### config.mk
export PLATFORM = sky130hd
export DESIGN_NAME = cordic_seq
export DESIGN_NICKNAME = d
export VERILOG_FILES = /design/src/rtl/cordic_pkg.sv /design/src/rtl/cordic_range_reduce.sv /design/src/rtl/cordic_seq.sv
export SDC_FILE = /design/constraint.sdc
export NUM_CORES = 1
export LEC_CHECK = 0
export CAP_MARGIN = 20
export CORE_UTILIZATION = 25
export CTS_CLUSTER_SIZE = 20
export DETAILED_ROUTE_END_ITERATION = 8
export PLACE_DENSITY = 0.48
export SLEW_MARGIN = 10
export SYNTH_ARGS = -nofsm -noshare
export SYNTH_HDL_FRONTEND = slang
export SYNTH_HIERARCHICAL = 1
export SYNTH_SLANG_ARGS = --single-unit
### constraint.sdc
create_clock -name clk -period 11.4 [get_ports clk]
set_clock_uncertainty 0.15 [all_clocks]
set_input_delay 3.42 -clock clk [delete_from_list [all_inputs] [get_ports clk]]
set_output_delay 3.42 -clock clk [all_outputs]
set_load 0.05 [all_outputs]
### src/rtl/cordic_pkg.sv
// cordic_pkg: shared definitions for the sequential CORDIC sine/cosine block.
//   state_t    - controller states (IDLE, LOAD, ITER, DONE)
//   SEC_*      - 2-bit quadrant-folding sector codes from range reduction
//   K_INIT     - CORDIC gain compensation, ~0.60725 in Q2.14
//   atan_q88() - arctangent table, atan(2^-i) in Q8.8 degrees
package cordic_pkg;

   typedef enum logic [1:0] {
      S_IDLE = 2'd0,
      S_LOAD = 2'd1,
      S_ITER = 2'd2,
      S_DONE = 2'd3
   } state_t;

   // Residual relation to the reduced angle a for each sector.
   localparam logic [1:0] SEC_A    = 2'b00;  // residual = a
   localparam logic [1:0] SEC_A90  = 2'b01;  // residual = a - 90
   localparam logic [1:0] SEC_A270 = 2'b10;  // residual = a - 270
   localparam logic [1:0] SEC_A360 = 2'b11;  // residual = a - 360

   localparam logic signed [15:0] K_INIT = 16'sh26DD;

   function automatic logic signed [15:0] atan_q88(input logic [3:0] i);
      case (i)
         4'd0:    atan_q88 = 16'sd11520;
         4'd1:    atan_q88 = 16'sd6801;
         4'd2:    atan_q88 = 16'sd3593;
         4'd3:    atan_q88 = 16'sd1824;
         4'd4:    atan_q88 = 16'sd916;
         4'd5:    atan_q88 = 16'sd458;
         4'd6:    atan_q88 = 16'sd229;
         4'd7:    atan_q88 = 16'sd115;
         4'd8:    atan_q88 = 16'sd57;
         4'd9:    atan_q88 = 16'sd29;
         4'd10:   atan_q88 = 16'sd14;
         4'd11:   atan_q88 = 16'sd7;
         default: atan_q88 = '0;
      endcase
   endfunction

endpackage

### src/rtl/cordic_range_reduce.sv
// cordic_range_reduce: folds an integer-degree angle into a CORDIC-friendly
// residual in [-90,+90] degrees plus a sector code for output correction.
//   angle    in  16b signed integer degrees, any value
//   residual out 16b signed Q8.8 degrees in [-90,+90]
//   sector   out 2b sector code (SEC_* from cordic_pkg)
module cordic_range_reduce
   import cordic_pkg::*;
(
   input  logic signed [15:0] angle,
   output logic signed [15:0] residual,
   output logic        [1:0]  sector
);

   logic signed [15:0] rem;  // angle rem 360, same sign as angle, |rem| < 360
   logic signed [15:0] deg;  // residual in whole degrees

   always_comb begin
      // Remainder magnitude never exceeds the dividend, so -32768 is safe.
      rem    = angle % 16'sd360;
      sector = SEC_A;
      deg    = rem;
      if (rem >= 16'sd0) begin
         if (rem <= 16'sd90) begin
            sector = SEC_A;
            deg    = rem;
         end else if (rem <= 16'sd180) begin
            sector = SEC_A90;
            deg    = rem - 16'sd90;
         end else if (rem <= 16'sd270) begin
            sector = SEC_A270;
            deg    = rem - 16'sd270;
         end else begin
            sector = SEC_A360;
            deg    = rem - 16'sd360;
         end
      end else begin
         // Negative remainders mirror the positive folding so that -90 and
         // -180 land on residual -90 rather than wrapping through +270.
         if (rem >= -16'sd90) begin
            sector = SEC_A360;
            deg    = rem;
         end else if (rem >= -16'sd180) begin
            sector = SEC_A270;
            deg    = rem + 16'sd90;
         end else if (rem >= -16'sd270) begin
            sector = SEC_A90;
            deg    = rem + 16'sd270;
         end else begin
            sector = SEC_A;
            deg    = rem + 16'sd360;
         end
      end
      residual = deg <<< 8;
   end

endmodule

### src/rtl/cordic_seq.sv
// cordic_seq: iterative (one micro-rotation per cycle) CORDIC sine/cosine.
//   clk, rst   clock and synchronous active-high reset
//   in_valid   in  request present        in_angle  in  16b signed degrees
//   in_ready   out accepting (IDLE only)
//   out_valid  out result held stable     out_ready in  consumer accepts
//   out_cos    out 16b signed Q2.14       out_sin   out 16b signed Q2.14
//   busy       out any state but IDLE
// Parameter ITER (1..12): number of micro-rotations.
module cordic_seq
   import cordic_pkg::*;
#(
   parameter int unsigned ITER = 12
) (
   input  logic               clk,
   input  logic               rst,
   input  logic               in_valid,
   input  logic signed [15:0] in_angle,
   output logic               in_ready,
   output logic               out_valid,
   input  logic               out_ready,
   output logic signed [15:0] out_cos,
   output logic signed [15:0] out_sin,
   output logic               busy
);

   localparam logic [3:0] LAST = 4'(ITER - 1);

   state_t state, state_nx;

   logic signed [15:0] angle_q;
   logic signed [15:0] x, y, z;
   logic        [3:0]  cnt;
   logic        [1:0]  sector_q;

   logic signed [15:0] rr_residual;
   logic        [1:0]  rr_sector;
   logic signed [15:0] x_sh, y_sh, atan_i;

   cordic_range_reduce u_rr (
      .angle    (angle_q),
      .residual (rr_residual),
      .sector   (rr_sector)
   );

   assign in_ready = (state == S_IDLE);
   assign busy     = (state != S_IDLE);

   always_comb begin
      x_sh   = x >>> cnt;
      y_sh   = y >>> cnt;
      atan_i = atan_q88(cnt);
   end

   always_ff @(posedge clk) begin
      if (rst) state <= S_IDLE;
      else     state <= state_nx;
   end

   always_comb begin
      state_nx = state;
      case (state)
         S_IDLE: if (in_valid) state_nx = S_LOAD;
         S_LOAD: state_nx = S_ITER;
         S_ITER: if (cnt == LAST) state_nx = S_DONE;
         S_DONE: if (out_valid && out_ready) state_nx = S_IDLE;
         default: state_nx = S_IDLE;
      endcase
   end

   always_ff @(posedge clk) begin
      if (rst) begin
         angle_q   <= '0;
         x         <= '0;
         y         <= '0;
         z         <= '0;
         cnt       <= '0;
         sector_q  <= '0;
         out_cos   <= '0;
         out_sin   <= '0;
         out_valid <= 1'b0;
      end else begin
         case (state)
            S_IDLE: begin
               if (in_valid) angle_q <= in_angle;
            end
            S_LOAD: begin
               x        <= K_INIT;
               y        <= '0;
               z        <= rr_residual;
               cnt      <= '0;
               sector_q <= rr_sector;
            end
            S_ITER: begin
               if (!z[15]) begin
                  x <= x - y_sh;
                  y <= y + x_sh;
                  z <= z - atan_i;
               end else begin
                  x <= x + y_sh;
                  y <= y - x_sh;
                  z <= z + atan_i;
               end
               cnt <= cnt + 4'd1;
            end
            S_DONE: begin
               // The first DONE cycle sees the final x/y; the corrected
               // result and out_valid are registered together on that edge.
               if (!out_valid) begin
                  out_valid <= 1'b1;
                  case (sector_q)
                     SEC_A90: begin
                        out_cos <= -y;
                        out_sin <= x;
                     end
                     SEC_A270: begin
                        out_cos <= y;
                        out_sin <= -x;
                     end
                     default: begin
                        out_cos <= x;
                        out_sin <= y;
                     end
                  endcase
               end else if (out_ready) begin
                  out_valid <= 1'b0;
               end
            end
            default: ;
         endcase
      end
   end

endmodule

==> flow_summary_export.csv, run 1 <==
group,metric,value,unit
outcome,status,"finished, final reports clean",
final_layout,fin_nets,2037,
setup_path,crit_type,"reg2reg",
setup_path,critical_path_arrival,10840,ps
setup_path,worst_setup_path_end_kind,"register",
grt,antenna_found_initial,2,
drt,vias,14820,
grt,grt_pass1_vias,13820,
final_layout,area_growth,10.73,%
sta,finalSetupTns,0,ps
setup_path,required,11640,ps
setup_path,cpMaxStageDelayCell,"nor2_1",
die,rows,87,
die,die_h,242.8,microns
sta,max-slew-margin-rel,31.05,%
grt,grt_max_degree,57,
sta,fmax,94.33,MHz
sta,worst_pin_slew,1034,ps
synthesis,syn_inst,1988,
setup_path,cpPeakStageDelay,570,ps
final_layout,fill_cells,6273,
min_path,hold_depth,2,
synthesis,synth_seq_cells,119,
drt,drt_pre_antenna_iters,7,
sta,period_share,92.99,%
placement,hpwl,35440,microns
sta,hold_viol,0,
sta,finalMaxSlewViolations,0,
grt,grt_overflow_total,0,
synthesis,synth_xor_area_share,7.119,%
drt,ant_nets,0,
cts,cts_buffers,17,
synthesis,synth_compound_area_share,30.26,%
grt,grt_pass1_wl,77340,microns
final_layout,layout_common_cells,"nor2_1 (211), nand2_1 (201), a21oi_1 (182), o21ai_0 (132), dfxtp_1 (116)",
cts,holdBufCountCts,0,
synthesis,synthMuxAreaShare,9.475,%
synthesis,synth-edff-count,0,
placement,gp_congestion,0.8783,
die,start_util,25.52,%
drt,route.detailed.drc,0,
placement,portBuffers,54,
grt,grt_use_total,16.22,%
cts,cts_sinks,119,
cts,clkTransAtPathRegs,60,ps
cts,insertion_delay,490,ps
setup_path,crit_buf_inv,2,
setup_path,r2r-start,"angle_q[0]$_SDFFE_PP0P_",
setup_path,cp_max_fo,20,
synthesis,async_flop_share,0,%
synthesis,ys.flop_type,"dfxtp_1",
job,maxCapViolations,0,
cts,cts_buffer_depth,2,
final_layout,num_antenna_cells,0,
synthesis,syn_avg_cell_area,7.294,sq um
setup_path,cp-start-kind,"register",
sta,finalSetupViolations,0,
die,ios,55,
synthesis,yosys_warnings,6,
setup_path,cp.depth,35,
die,fp.coreArea,0.05682,sq mm
sta,rsz0062_at_grt,"false",
final_layout,layout_commonest_cell,"nor2_1",
min_path,worstHoldStart,"out_cos[5]$_SDFFE_PP0P_",
final_layout,drive_above_1_share,8.303,%
sta,period_needed,10600,ps
die,die_w,242.8,microns
cts,clockRootBuffer,"clkbuf_16",
final_layout,fin_util,28.26,%
cts,h-tree-depth,4,
synthesis,seq_area_frac_synth,16.43,%
drt,routed_wl,48720,microns
drt,vias_per_cell,5.474,
synthesis,synth_top_family_by_area,"compound AO/OA/AOI/OAI gates",
synthesis,netlist_area,0.01450,sq mm
setup_path,crit_start,"angle_q[0]$_SDFFE_PP0P_",
synthesis,synthDistinctLibCells,117,
min_path,hp-class,"reg2reg",
die,die_area,0.05897,sq mm
drt,drt_iter0_drc,1195,
synthesis,synthSimpleGateAreaFrac,22.88,%
setup_path,worst_r2r_path_depth,35,
synthesis,synthAdderAreaFrac,7.110,%
drt,post_drt_wl_per_cell,18.00,microns
cts,cts_tree,"built",
setup_path,cp_top_family,"compound AO/OA/AOI/OAI gates",
-- sequential cells by signal, indices dropped and copies added (netlist names), 4 cells and up --
| register | flops |
|---|---|
| y | 16 |
| cnt | 4 |
| atan_i | 14 |
| out_cos | 16 |
| angle_q | 16 |
| x | 16 |
| z | 16 |
| out_sin | 16 |
-- path summary, 6_finish.rpt --
path	to	slack (ps)
worst max-delay path	z[13]$_SDFFE_PP0N_	800
worst max register to register	z[13]$_SDFFE_PP0N_	800
worst min register to register	out_cos[5]$_SDFFE_PP0P_	300
worst min-delay path	out_cos[5]$_SDFFE_PP0P_	300
-- metal layers --
layer / track usage (%) / vias to the layer above / part of all wire, %
met4: 4.384 / 6 / 1.7
met1: 22.62 / 7118 / 48
met3: 2.974 / 63 / 4.9
li1: - / 7218 / -
met5: 0 / - / 0.068
met2: 25.37 / 413 / 45
-- timing repair --
item,in CTS,in global routing
endpoints found under the setup margin,0,8
gates resized for setup,0,1
buffers inserted,0,3
-- area by class of cell --
type	instances	area, sq um	area share (%)
Sequential cell	119	2386	14.86
Inverter	68	255.2	1.590
Clock inverter	10	93.84	0.5845
Tap cell	756	945.9	5.892
Timing Repair Buffer	78	718.2	4.473
Clock buffer	22	474.2	2.954
Multi-Input combinational cell	1654	11180	69.65
-- cells in the mapped netlist (12+ instances only) --
| master | n | share of area (%) |
|---|---|---|
| clkbuf_1 | 89 | 2.3 |
| a31oi_1 | 32 | 1.4 |
| buf_1 | 20 | 0.52 |
| buf_2 | 23 | 0.79 |
| o21ai_0 | 132 | 4.6 |
| inv_1 | 63 | 1.6 |
| xor2_1 | 43 | 2.6 |
| o31ai_1 | 13 | 0.67 |
| mux4_2 | 21 | 3.3 |
| nor3_1 | 67 | 2.3 |
| nand3_1 | 48 | 1.7 |
| buf_4 | 15 | 0.78 |
| o211ai_1 | 15 | 0.78 |
| nand2b_1 | 17 | 0.73 |
| o21a_1 | 15 | 0.78 |
| o22ai_1 | 17 | 0.73 |
| nor4_1 | 19 | 0.82 |
| mux2_2 | 18 | 1.4 |
| or3_1 | 21 | 0.91 |
| nand2_1 | 201 | 5.2 |
| nor2_1 | 211 | 5.5 |
| mux2i_1 | 55 | 3.8 |
| a21o_1 | 21 | 1.1 |
| a22oi_1 | 16 | 0.83 |
| and2_1 | 12 | 0.52 |
| nor2b_1 | 17 | 0.73 |
| xnor2_1 | 66 | 4.0 |
| and3_1 | 15 | 0.65 |
| nand4_1 | 12 | 0.52 |
| dfxtp_1 | 119 | 16 |
| a211oi_1 | 40 | 2.1 |
| a21oi_1 | 182 | 6.3 |
| ha_1 | 76 | 6.6 |
-- stage by stage --
stage / setup slack, ps / hold WS [ps] / cell area, sq um / cells
floorplan: 2394 / 283.0 / 14530 / 1995
global placement: 766.4 / 301.0 / 15450 / 2671
detailed placement: 555.8 / 300.6 / 15450 / 2671
CTS: 498.0 / 308.9 / 16020 / 2703
global route: 20.98 / 322.8 / 16060 / 2707
finish: 799.0 / 304.9 / 16060 / 2707
-- cells by family after synthesis --
| family | count (synthesis) |
|---|---|
| and+or+nand+nor | 702 |
| muxes | 104 |
| buffers and inverters | 222 |
| other | 1 |
| adders and majority gates | 81 |
| DFF | 119 |
| xor gates and xnor gates | 113 |
| AOI/OAI and AO/OA | 646 |
-- tightest hold or removal path, stage by stage, from the launching register on --
cell and delay, ps:
dfxtp_1 310, nand2_1 50, a21oi_1 50
Power of run 1 is not shown: default switching activity piles up to over one toggle a cycle in this logic, so the estimate is an artifact.
==> run 2: changes to the inputs <==
CTS_CLUSTER_SIZE = 14   (was 20)
DONT_BUFFER_PORTS = 1   (was default)
PLACE_DENSITY = 0.47   (was 0.48)
==> run 2 against run 1 <==
Compared with the run above: via count is 1.3% lower; final area is 3.0% lower; sequential share of layout area is 0.46 points higher; count of clock-buffer cells in the layout is 4 lower; maximum frequency is 1.3% higher; largest cell class unchanged.
==> flow_summary_export.csv, run 2 (synthesized netlist as in run 1, its figures left out) <==
group,metric,value,unit
setup_path,cp-start-kind,"register",
setup_path,cpMaxStageDelayCell,"o221ai_2",
final_layout,fin_nets,1986,
setup_path,cp_max_fo,20,
job,maxCapViolations,0,
drt,routed_wl,48280,microns
cts,h-tree-depth,4,
grt,grt_overflow_total,0,
die,die_h,242.8,microns
placement,portBuffers,0,
placement,hpwl,34800,microns
cts,insertion_delay,480,ps
drt,post_drt_wl_per_cell,18.18,microns
sta,rsz0062_at_grt,"false",
placement,postPlaceCellArea,0.01493,sq mm
sta,max-slew-margin-rel,28.77,%
drt,drt_pre_antenna_iters,6,
sta,fmax,95.58,MHz
grt,grt_max_degree,104,
die,fp.coreArea,0.05682,sq mm
outcome,status,"finished, final reports clean",
setup_path,cpMostUsedCell,"o21ai_0",
sta,hold_viol,0,
setup_path,cpPeakStageDelay,550,ps
die,start_util,25.52,%
drt,drt_iter0_drc,1206,
sta,finalMaxSlewViolations,0,
min_path,hp-class,"reg2reg",
cts,cts_tree,"built",
setup_path,crit_type,"reg2reg",
final_layout,final_cell_area,0.01557,sq mm
die,die_w,242.8,microns
final_layout,layout_commonest_cell,"nor2_1",
placement,gp_congestion,0.8938,
setup_path,required,11600,ps
final_layout,layout_common_cells,"nor2_1 (211), nand2_1 (201), a21oi_1 (182), o21ai_0 (132), dfxtp_1 (116)",
grt,grt_use_total,16.17,%
die,ios,55,
cts,clockRootBuffer,"clkbuf_16",
cts,holdBufCountCts,0,
sta,finalSetupViolations,0,
final_layout,drive_above_1_share,8.684,%
sta,hold_ws,343.6,ps
die,rows,87,
grt,grt_pass1_wl,77130,microns
setup_path,critical_path_arrival,10670,ps
drt,ant_nets,0,
sta,period_share,91.77,%
sta,period_needed,10460,ps
grt,antenna_found_initial,0,
setup_path,worst_setup_path_end_kind,"register",
final_layout,area_growth,7.395,%
drt,route.detailed.drc,0,
grt,grt_pass1_vias,13700,
die,die_area,0.05897,sq mm
cts,cts_buffer_depth,2,
sta,worst_pin_slew,1061,ps
cts,cts_resized,0,
cts,cts_buffers,17,
final_layout,num_antenna_cells,0,
cts,clkTransAtPathRegs,60,ps
sta,finalSetupTns,0,ps
drt,vias,14630,
cts,cts_sinks,119,
drt,vias_per_cell,5.509,
[run 2: worst max-delay path, delay by kind of cell, from the launching register on]
family,cells,cell delay (ps)
AOI/OAI and AO/OA,20,4830
and+or+nand+nor,10,3130
buffers and inverters,3,630
xor gates and xnor gates,2,540
DFF,1,440
adders and majority gates,2,440
muxes,1,150
[run 2: final cells by class]
cell class,instances,area (sq um)
multi-input cells,1654,11180
well taps,756,945.9
clock buffers,18,439.2
fillers,6179,41250
flip-flops and latches,119,2386
clock inverters,14,165.2
inverters,68,255.2
repair buffers,27,202.7
[run 2: through the flow]
step	utilization, %	cells	setup slack [ps]
global route	27.41	2656	23.34
detailed placement	26.28	2619	648.4
floorplan	-	1995	2394
global placement	26.28	2619	729.5
CTS	27.34	2651	564.8
finish	27.41	2656	937.9
[run 2: final timing paths]
kind                                start                  to  slack [ps]  depth (start not counted)
setup / recovery  angle_q[1]$_SDFFE_PP0P_  z[13]$_SDFFE_PP0N_         940                         38
hold / removal          z[4]$_SDFFE_PP0N_   z[4]$_SDFFE_PP0N_         340                          2
setup reg to reg  angle_q[1]$_SDFFE_PP0P_  z[13]$_SDFFE_PP0N_         940                         38
hold reg to reg         z[4]$_SDFFE_PP0N_   z[4]$_SDFFE_PP0N_         340                          2
[run 2: what timing repair did]
action	4_1_cts	5_1_grt
setup endpoints to repair	0	7
endpoints found under the hold margin	0	0
buffers inserted	0	4
[run 2: metal layers]
| metal | share of wire (%) | global-route usage, % | vias up |
|---|---|---|---|
| met4 | 1.9 | 5.105 | 0 |
| met3 | 5.1 | 2.477 | 62 |
| met1 | 48 | 22.38 | 6989 |
| li1 | - | - | 7124 |
| met2 | 45 | 25.52 | 457 |
| met5 | 0 | 0 | - |
Power of run 2 is left out for the same reason.
